--- config.mk ---
export PLATFORM = sky130hd
export DESIGN_NAME = mux4_rr_arbiter
export DESIGN_NICKNAME = d
export VERILOG_FILES = /design/src/rtl/mux_arb_pkg.sv /design/src/rtl/rr_pick4.sv /design/src/rtl/mux4_rr_arbiter.sv
export SDC_FILE = /design/constraint.sdc
export NUM_CORES = 1
export LEC_CHECK = 0
export CAP_MARGIN = 15
export CELL_PAD_IN_SITES_DETAIL_PLACEMENT = 0
export CELL_PAD_IN_SITES_GLOBAL_PLACEMENT = 1
export CORE_MARGIN = 2
export CORE_UTILIZATION = 38
export CTS_CLUSTER_DIAMETER = 60
export DETAILED_ROUTE_END_ITERATION = 10
export PLACE_DENSITY = 0.91
export SYNTH_ARGS = -nofsm -noshare
export SYNTH_HDL_FRONTEND = slang
export SYNTH_SLANG_ARGS = --single-unit
export TNS_END_PERCENT = 100
--- constraint.sdc ---
create_clock -name clk -period 3.4 [get_ports clk]
set_clock_uncertainty 0.05 [all_clocks]
set_input_delay 0.85 -clock clk [delete_from_list [all_inputs] [get_ports clk]]
set_output_delay 0.85 -clock clk [all_outputs]
set_load 0.03 [all_outputs]
--- src/rtl/mux_arb_pkg.sv ---
// Shared constants for the 4-requester round-robin mux arbiter:
// FSM state encodings, requester count, select width and the reset value of "last".
package mux_arb_pkg;

  localparam int unsigned N_REQ = 4;
  localparam int unsigned SEL_W = 2;

  localparam logic [0:0] ST_IDLE = 1'b0;
  localparam logic [0:0] ST_OWN  = 1'b1;

  // last resets to 3 so that requester 0 is searched first
  localparam logic [SEL_W-1:0] LAST_RST = 2'd3;

  function automatic logic [N_REQ-1:0] sel_to_onehot(input logic [SEL_W-1:0] idx);
    logic [N_REQ-1:0] oh;
    oh = '0;
    oh[idx] = 1'b1;
    return oh;
  endfunction

endpackage

--- src/rtl/rr_pick4.sv ---
// Combinational round-robin pick: first set req bit searching last+1, last+2,
// last+3, last (modulo 4).
module rr_pick4
  import mux_arb_pkg::*;
(
  input  logic [N_REQ-1:0] req,
  input  logic [SEL_W-1:0] last,
  output logic [SEL_W-1:0] win,
  output logic             found
);

  always_comb begin
    logic [SEL_W-1:0] idx;
    win   = '0;
    found = 1'b0;
    idx   = '0;
    for (int unsigned k = 1; k <= N_REQ; k++) begin
      idx = last + SEL_W'(k);
      if (!found && req[idx]) begin
        win   = idx;
        found = 1'b1;
      end
    end
  end

endmodule

--- src/rtl/mux4_rr_arbiter.sv ---
// Round-robin arbiter for a shared 4:1 mux with registered one-hot grant/select.
// Optional per-owner hold limit: define MUX4_ARB_HOLD_LIMIT_EN.
module mux4_rr_arbiter
  import mux_arb_pkg::*;
#(
  parameter int HOLD_MAX = 8
) (
  input  logic       clk,
  input  logic       rst_n,
  input  logic [3:0] req,
  output logic [3:0] gnt,
  output logic [1:0] sel,
  output logic       busy,
  output logic       gnt_chg
);

  if (HOLD_MAX < 1) begin : g_hold_max_chk
    $error("HOLD_MAX must be at least 1");
  end

  logic [0:0]       state_q;
  logic [SEL_W-1:0] last_q;
  logic [N_REQ-1:0] pick_req;
  logic [SEL_W-1:0] win;
  logic             found;
  logic             keep;

  // Masking the current owner makes "found" mean "someone else is waiting";
  // when the owner has dropped req the mask changes nothing.
  assign pick_req = req & ~gnt;

  rr_pick4 u_pick (
    .req   (pick_req),
    .last  (last_q),
    .win   (win),
    .found (found)
  );

`ifdef MUX4_ARB_HOLD_LIMIT_EN
  localparam int unsigned CW = (HOLD_MAX < 2) ? 1 : $clog2(HOLD_MAX + 1);

  logic [CW-1:0] hold_cnt;
  logic          at_limit;

  assign at_limit = (hold_cnt == CW'(HOLD_MAX));
  assign keep     = (state_q == ST_OWN) && req[sel] && !(at_limit && found);

  // Counts owned cycles of the current grant; restarts at the limit when nobody waits.
  always_ff @(posedge clk or negedge rst_n) begin
    if (!rst_n) begin
      hold_cnt <= '0;
    end else if (keep) begin
      hold_cnt <= at_limit ? CW'(1) : hold_cnt + CW'(1);
    end else if (found) begin
      hold_cnt <= CW'(1);
    end else begin
      hold_cnt <= '0;
    end
  end
`else
  assign keep = (state_q == ST_OWN) && req[sel];
`endif

  always_ff @(posedge clk or negedge rst_n) begin
    if (!rst_n) begin
      state_q <= ST_IDLE;
      last_q  <= LAST_RST;
      gnt     <= '0;
      sel     <= '0;
      busy    <= 1'b0;
      gnt_chg <= 1'b0;
    end else if (keep) begin
      gnt_chg <= 1'b0;
    end else if (found) begin
      state_q <= ST_OWN;
      last_q  <= win;
      sel     <= win;
      gnt     <= sel_to_onehot(win);
      busy    <= 1'b1;
      gnt_chg <= 1'b1;
    end else begin
      state_q <= ST_IDLE;
      gnt     <= '0;
      busy    <= 1'b0;
      gnt_chg <= 1'b0;
    end
  end

endmodule

* Word level (Yosys, flattened, before mapping) *
Cells that the tools add are included.

word-level totals
  register bits = 10
  latch bits = 0
  memory bits (writable) = 0
  memory bits (read-only) = 0
  input port bits = 6
  output and inout port bits = 8
  word-level logic and storage cells = 50
  memories = 0

cells by class
  add/sub/neg operators = 3
  multiply operators = 0
  div/mod/pow operators = 0
  $lt $le $gt $ge = 7
  eq/ne operators = 0
  shift operators = 0
  muxes and demuxes = 23
  bitwise logic cells = 3
  reductions and logical operators = 9

operator list
  cell                                                                          count
  2-bit by 3-bit less-than comparator with 1-bit output, second input constant  6
  1-bit 2-to-1 mux                                                              12
  1-bit binary-select mux with 2-bit select                                     5
  2-bit 2-to-1 mux                                                              4
  1-bit logical AND                                                             5
  2-bit adder, second input constant                                            2
  4-bit bitwise AND                                                             1
  4-bit 2-to-1 mux                                                              1
  4-bit NOT                                                                     1
  1-bit zero test                                                               3
  2-bit by 1-bit adder with 2-bit output, second input constant                 1
  1-bit demux with 2-bit select                                                 1
  2-bit by 1-bit >= comparator with 1-bit output, second input constant         1
  2-bit AND reduction                                                           1
  1-bit NOT                                                                     1

* Logic depth before layout (Yosys ltp) *
  word-level depth = 19
  gate-level depth with buffers = 4
  gate-level depth less buffers = 4

* Cells and area by module *
From an unflattened synthesis, not the netlist that was laid out.

unflattened totals
  cell total of the unflattened synthesis = 55
  area total of the unflattened synthesis = 595.6 um^2

modules (own cells, without submodules)
  module           times used  cells each  area each (um^2)  seq. area each (um^2)
  mux4_rr_arbiter  1           41          504.2             252.7
  rr_pick4         1           14          91.3              0.0

* Worst setup path before layout *
No wires, ideal clock.

  kind = input port to flip-flop
  start point = input port req[1]
  end point = register sel[1]
  setup time = 119 ps
  data arrival time = 1,843 ps
  required time = 3,231 ps
  setup slack = 1,388 ps
  stages on the path = 4
  buffers on the path = 0
  cells stage by stage = or2b_1 > o221ai_2 > or4b_4 > o21a_1

on the way
  word-level cells in the longest chain between the ends = 14
  elaborated cells on any way between the ends = 28
  classes of those cells = mux (18); bitwise (2); reduce/logical (8)

ends and longest elaborated chain
  element                                    RTL line               text
  from (decl)                                mux4_rr_arbiter.sv:10  input logic [3:0] req,
  4-bit bitwise AND                          mux4_rr_arbiter.sv:30  assign pick_req = req & ~gnt;
  1-bit binary-select mux with 2-bit select  rr_pick4.sv:19         if (!found && req[idx]) begin
  1-bit 2-to-1 mux (not written as such)     rr_pick4.sv:19
  1-bit 2-to-1 mux                           rr_pick4.sv:19
  1-bit zero test                            rr_pick4.sv:19
  1-bit logical AND                          rr_pick4.sv:19
  1-bit 2-to-1 mux                           rr_pick4.sv:19
  1-bit zero test                            rr_pick4.sv:19
  1-bit logical AND                          rr_pick4.sv:19
  1-bit 2-to-1 mux                           rr_pick4.sv:19
  1-bit zero test                            rr_pick4.sv:19
  1-bit logical AND                          rr_pick4.sv:19
  1-bit 2-to-1 mux                           rr_pick4.sv:19
  2-bit AND reduction (no line)              -
  to (signal assigned)                       mux4_rr_arbiter.sv:77  sel <= win;
  to (decl)                                  mux4_rr_arbiter.sv:12  output logic [1:0] sel,

Parallel ways exist; a longest one is shown, timed or not. The select of a mux whose other input is x is not followed.
A chain may end at the register's enable or synchronous reset.

* Worst setup path after layout *
Ends and elaborated chain as after synthesis.

==> reports/qor.csv <==
stage,metric,value,unit
sta,period_share,68.5,%
floorplanning,chipHeight,41.9,µm
detailed_routing,num_vias,458,
detailed_routing,wl_per_cell,15.0,µm
final_layout,multi_input_area,285,µm²
final_layout,drive_gt1_share,20.0,%
power,intPower,0.433,mW
sta,max_freq,0.429,GHz
final_layout,seq_area,253,µm²
min_path,hp-class,reg -> reg,
run_status,status,finished clean,
final_layout,nets,72,
synthesis,synthSimpleGateAreaFrac,19.3,%
synthesis,synth-compound-area-share,23.6,%
global_routing,grt_util_all_layers,16.2,%
power,p_sw_share,42.9,%
clock_tree,cts_tree,built,
power,pwr-share-clk,14.5,%
final_layout,n_antenna_cell,0,
global_routing,grt_max_degree,11,
global_routing,overflow,0,
synthesis,ys_warn_count,0,
sta,worstMarginPinSlew,0.435,ns
worst_setup_path,path_class,in -> reg,
clock_tree,root_buffer,clkbuf_4,
sta,tns,0,ns
floorplanning,core,1320,µm²
sta,final-setup-viol-count,0,
final_layout,post-route-util,55.5,%
power,ir_drop,0.467,mV
synthesis,ys_seq_area_share,46.3,%
detailed_routing,finalWirelength,1.20,mm
place,dpl_worst_slack,0.790,ns
clock_tree,cts_sinks,10,
global_routing,grt_pass1_wl,2.08,mm
clock_tree,cts.clk_slew.worst_paths,0.06,ns
synthesis,ys_ff_latch,10,
detailed_routing,drc,0,
clock_tree,clkLatencyLatePin,0.28,ns
power,power_density,1040,nW/µm²
synthesis,synthCells,48,
power,pwr-share-seq,30.7,%
sta,hold_violations,0,
detailed_routing,ant_nets,0,
place,port_buffers,13,
clock_tree,cts_hold_buf,0,
floorplanning,row_count,13,
final_layout,area_delta_synth_final,33.9,%
worst_setup_path,critPathLaunchType,primary input,
global_routing,grt_pass1_vias,449,
detailed_routing,viasPerCell,5.73,
synthesis,synthDistinctLibCells,28,
worst_setup_path,critPathRequiredTime,3.52,ns
sta,post-route-min-period,2.33,ns
detailed_routing,firstDrtPassIters,4,
floorplanning,die_w,41.9,µm
sta,worst_slack,1.07,ns
synthesis,synth.net_count,54,
synthesis,syn_area,546,µm²
clock_tree,cts-htree-levels,1,
worst_setup_path,rr_worst_depth,4,
global_routing,antenna_found_initial,0,
floorplanning,fp.dieArea,1750,µm²
clock_tree,cts_buffers,3,
worst_setup_path,crit_arrival,2.45,ns
clock_tree,cts_resized,0,
place,gp_congestion,0.805,
synthesis,synth_top_family_by_area,compound AO/OA/AOI/OAI gates,
place,dp.final_hpwl,916,µm
power,switching_power,0.325,mW
final_layout,final_common_cell,clkdlybuf4s50_1,
final_layout,mostFrequentLayoutCells,"clkdlybuf4s50_1 (13), dfrtp_1 (8), mux2i_1 (4)",
worst_setup_path,cp_max_fo,4,
clock_tree,cts_buffer_depth,2,
job,maxCapViolCount,0,
synthesis,synthMuxAreaShare,9.40,%
sta,final_max_slew_viol_count,0,
detailed_routing,initialDrtViolationCount,14,
power,p_comb_share,54.9,%
sta,rsz0062_at_grt,no,
min_path,min_path_cells,2,
final_layout,fill_cells,114,
sta,max_slew_margin,70.9,%
power,p_leak,0.310,nW
floorplanning,start_util,41.4,%
synthesis,synthAdderAreaFrac,0,%
worst_setup_path,crit_path_end_kind,flop,
clock_tree,cts_setup_buffers,0,
synthesis,syn_area_per_cell,11.4,µm²
floorplanning,io_pins,14,
synthesis,synth-xor-area-share,0,%
## power by group through the flow
| stage | sequential, mW | combinational [mW] | clock (mW) |
|---|---|---|---|
| after CTS | 0.232 | 0.416 | 0.112 |
| after global placement | 0.233 | 0.411 | 0 |
| after floorplan | 0.296 | 0.216 | 0 |
| after detailed placement | 0.234 | 0.415 | 0 |
| after global routing | 0.240 | 0.447 | 0.122 |
| final | 0.232 | 0.416 | 0.110 |
## cells in the mapped netlist
cell type	count	area share, %
o2111ai_1	1	1.6
a21oi_2	1	1.6
nand2b_1	1	1.1
o22ai_2	1	2.3
dfstp_2	2	9.6
mux2_1	1	2.1
o221ai_1	1	1.6
nor2b_1	2	2.3
nor2_1	2	1.4
inv_1	2	1.4
a22oi_1	1	1.4
mux2i_1	4	7.3
nor2b_2	1	1.6
or2b_1	2	2.8
o211ai_1	1	1.4
or4b_1	1	1.8
o221a_2	1	2.1
nand3_1	1	0.92
o221ai_2	1	2.8
nand2_1	3	2.1
dfrtp_1	8	37
o21a_1	2	2.8
a31oi_1	1	1.1
and2b_1	1	1.4
a22o_1	2	3.2
and3_2	1	1.4
o21ai_1	2	1.8
or4b_4	1	2.5
## through the flow
step                area, µm²  hold WS, ns  std cells  total power [mW]
floorplan                 546        0.455         48             0.512
global placement          694        0.479         76             0.644
detailed placement        694        0.484         76             0.649
CTS                       731        0.504         80             0.760
global route              731        0.532         80             0.810
finish                    731        0.497         80             0.758
## cell families (layout without fill, tap and decap cells)
logic type             count (synthesis)  after routing
buffers and inverters                  2             19
muxes                                  5              5
DFF                                   10             10
and+or+nand+nor                       16             16
AOI/OAI and AO/OA                     15             15
## flip-flops by register name (all words and copies together), names as in the netlist
signal   flops
state_q      1
gnt_chg      1
sel          2
last_q       2
gnt          4
## metal layers
layer / GRT usage (%) / vias up / part of all wire [%] / wire [µm]
met2: 23.4 / 19 / 44 / 530
met3: 8.70 / 2 / 8.1 / 97
met4: 5.81 / 0 / 1.1 / 13
li1: - / 220 / - / -
met1: 20.3 / 217 / 47 / 559
met5: 0 / - / 0 / 0
## final cells by class
type,count,area share (%)
Multi-Input combinational cell,36,39.0
Clock buffer,4,4.97
Inverter,2,1.03
Tap cell,15,2.57
Sequential cell,10,34.6
Timing Repair Buffer,13,17.8
## path summary, 6_finish.rpt
check                      slack [ns]    from         to
setup / recovery                 1.07  req[1]     sel[1]
max in group asynchronous        2.14   rst_n  last_q[0]
hold reg to reg                  0.50  gnt[0]     gnt[0]
setup reg to reg                 1.67  sel[1]     sel[1]
min in group asynchronous        0.83   rst_n     sel[0]
hold / removal                   0.50  gnt[0]     gnt[0]
## worst max-delay path, stage by stage
cell	delay, ns
clkdlybuf4s50_1	0.50
or2b_1	0.27
o221ai_2	0.19
or4b_4	0.52
o21a_1	0.12
No activity file was read; power rests on OpenSTA's default activity.
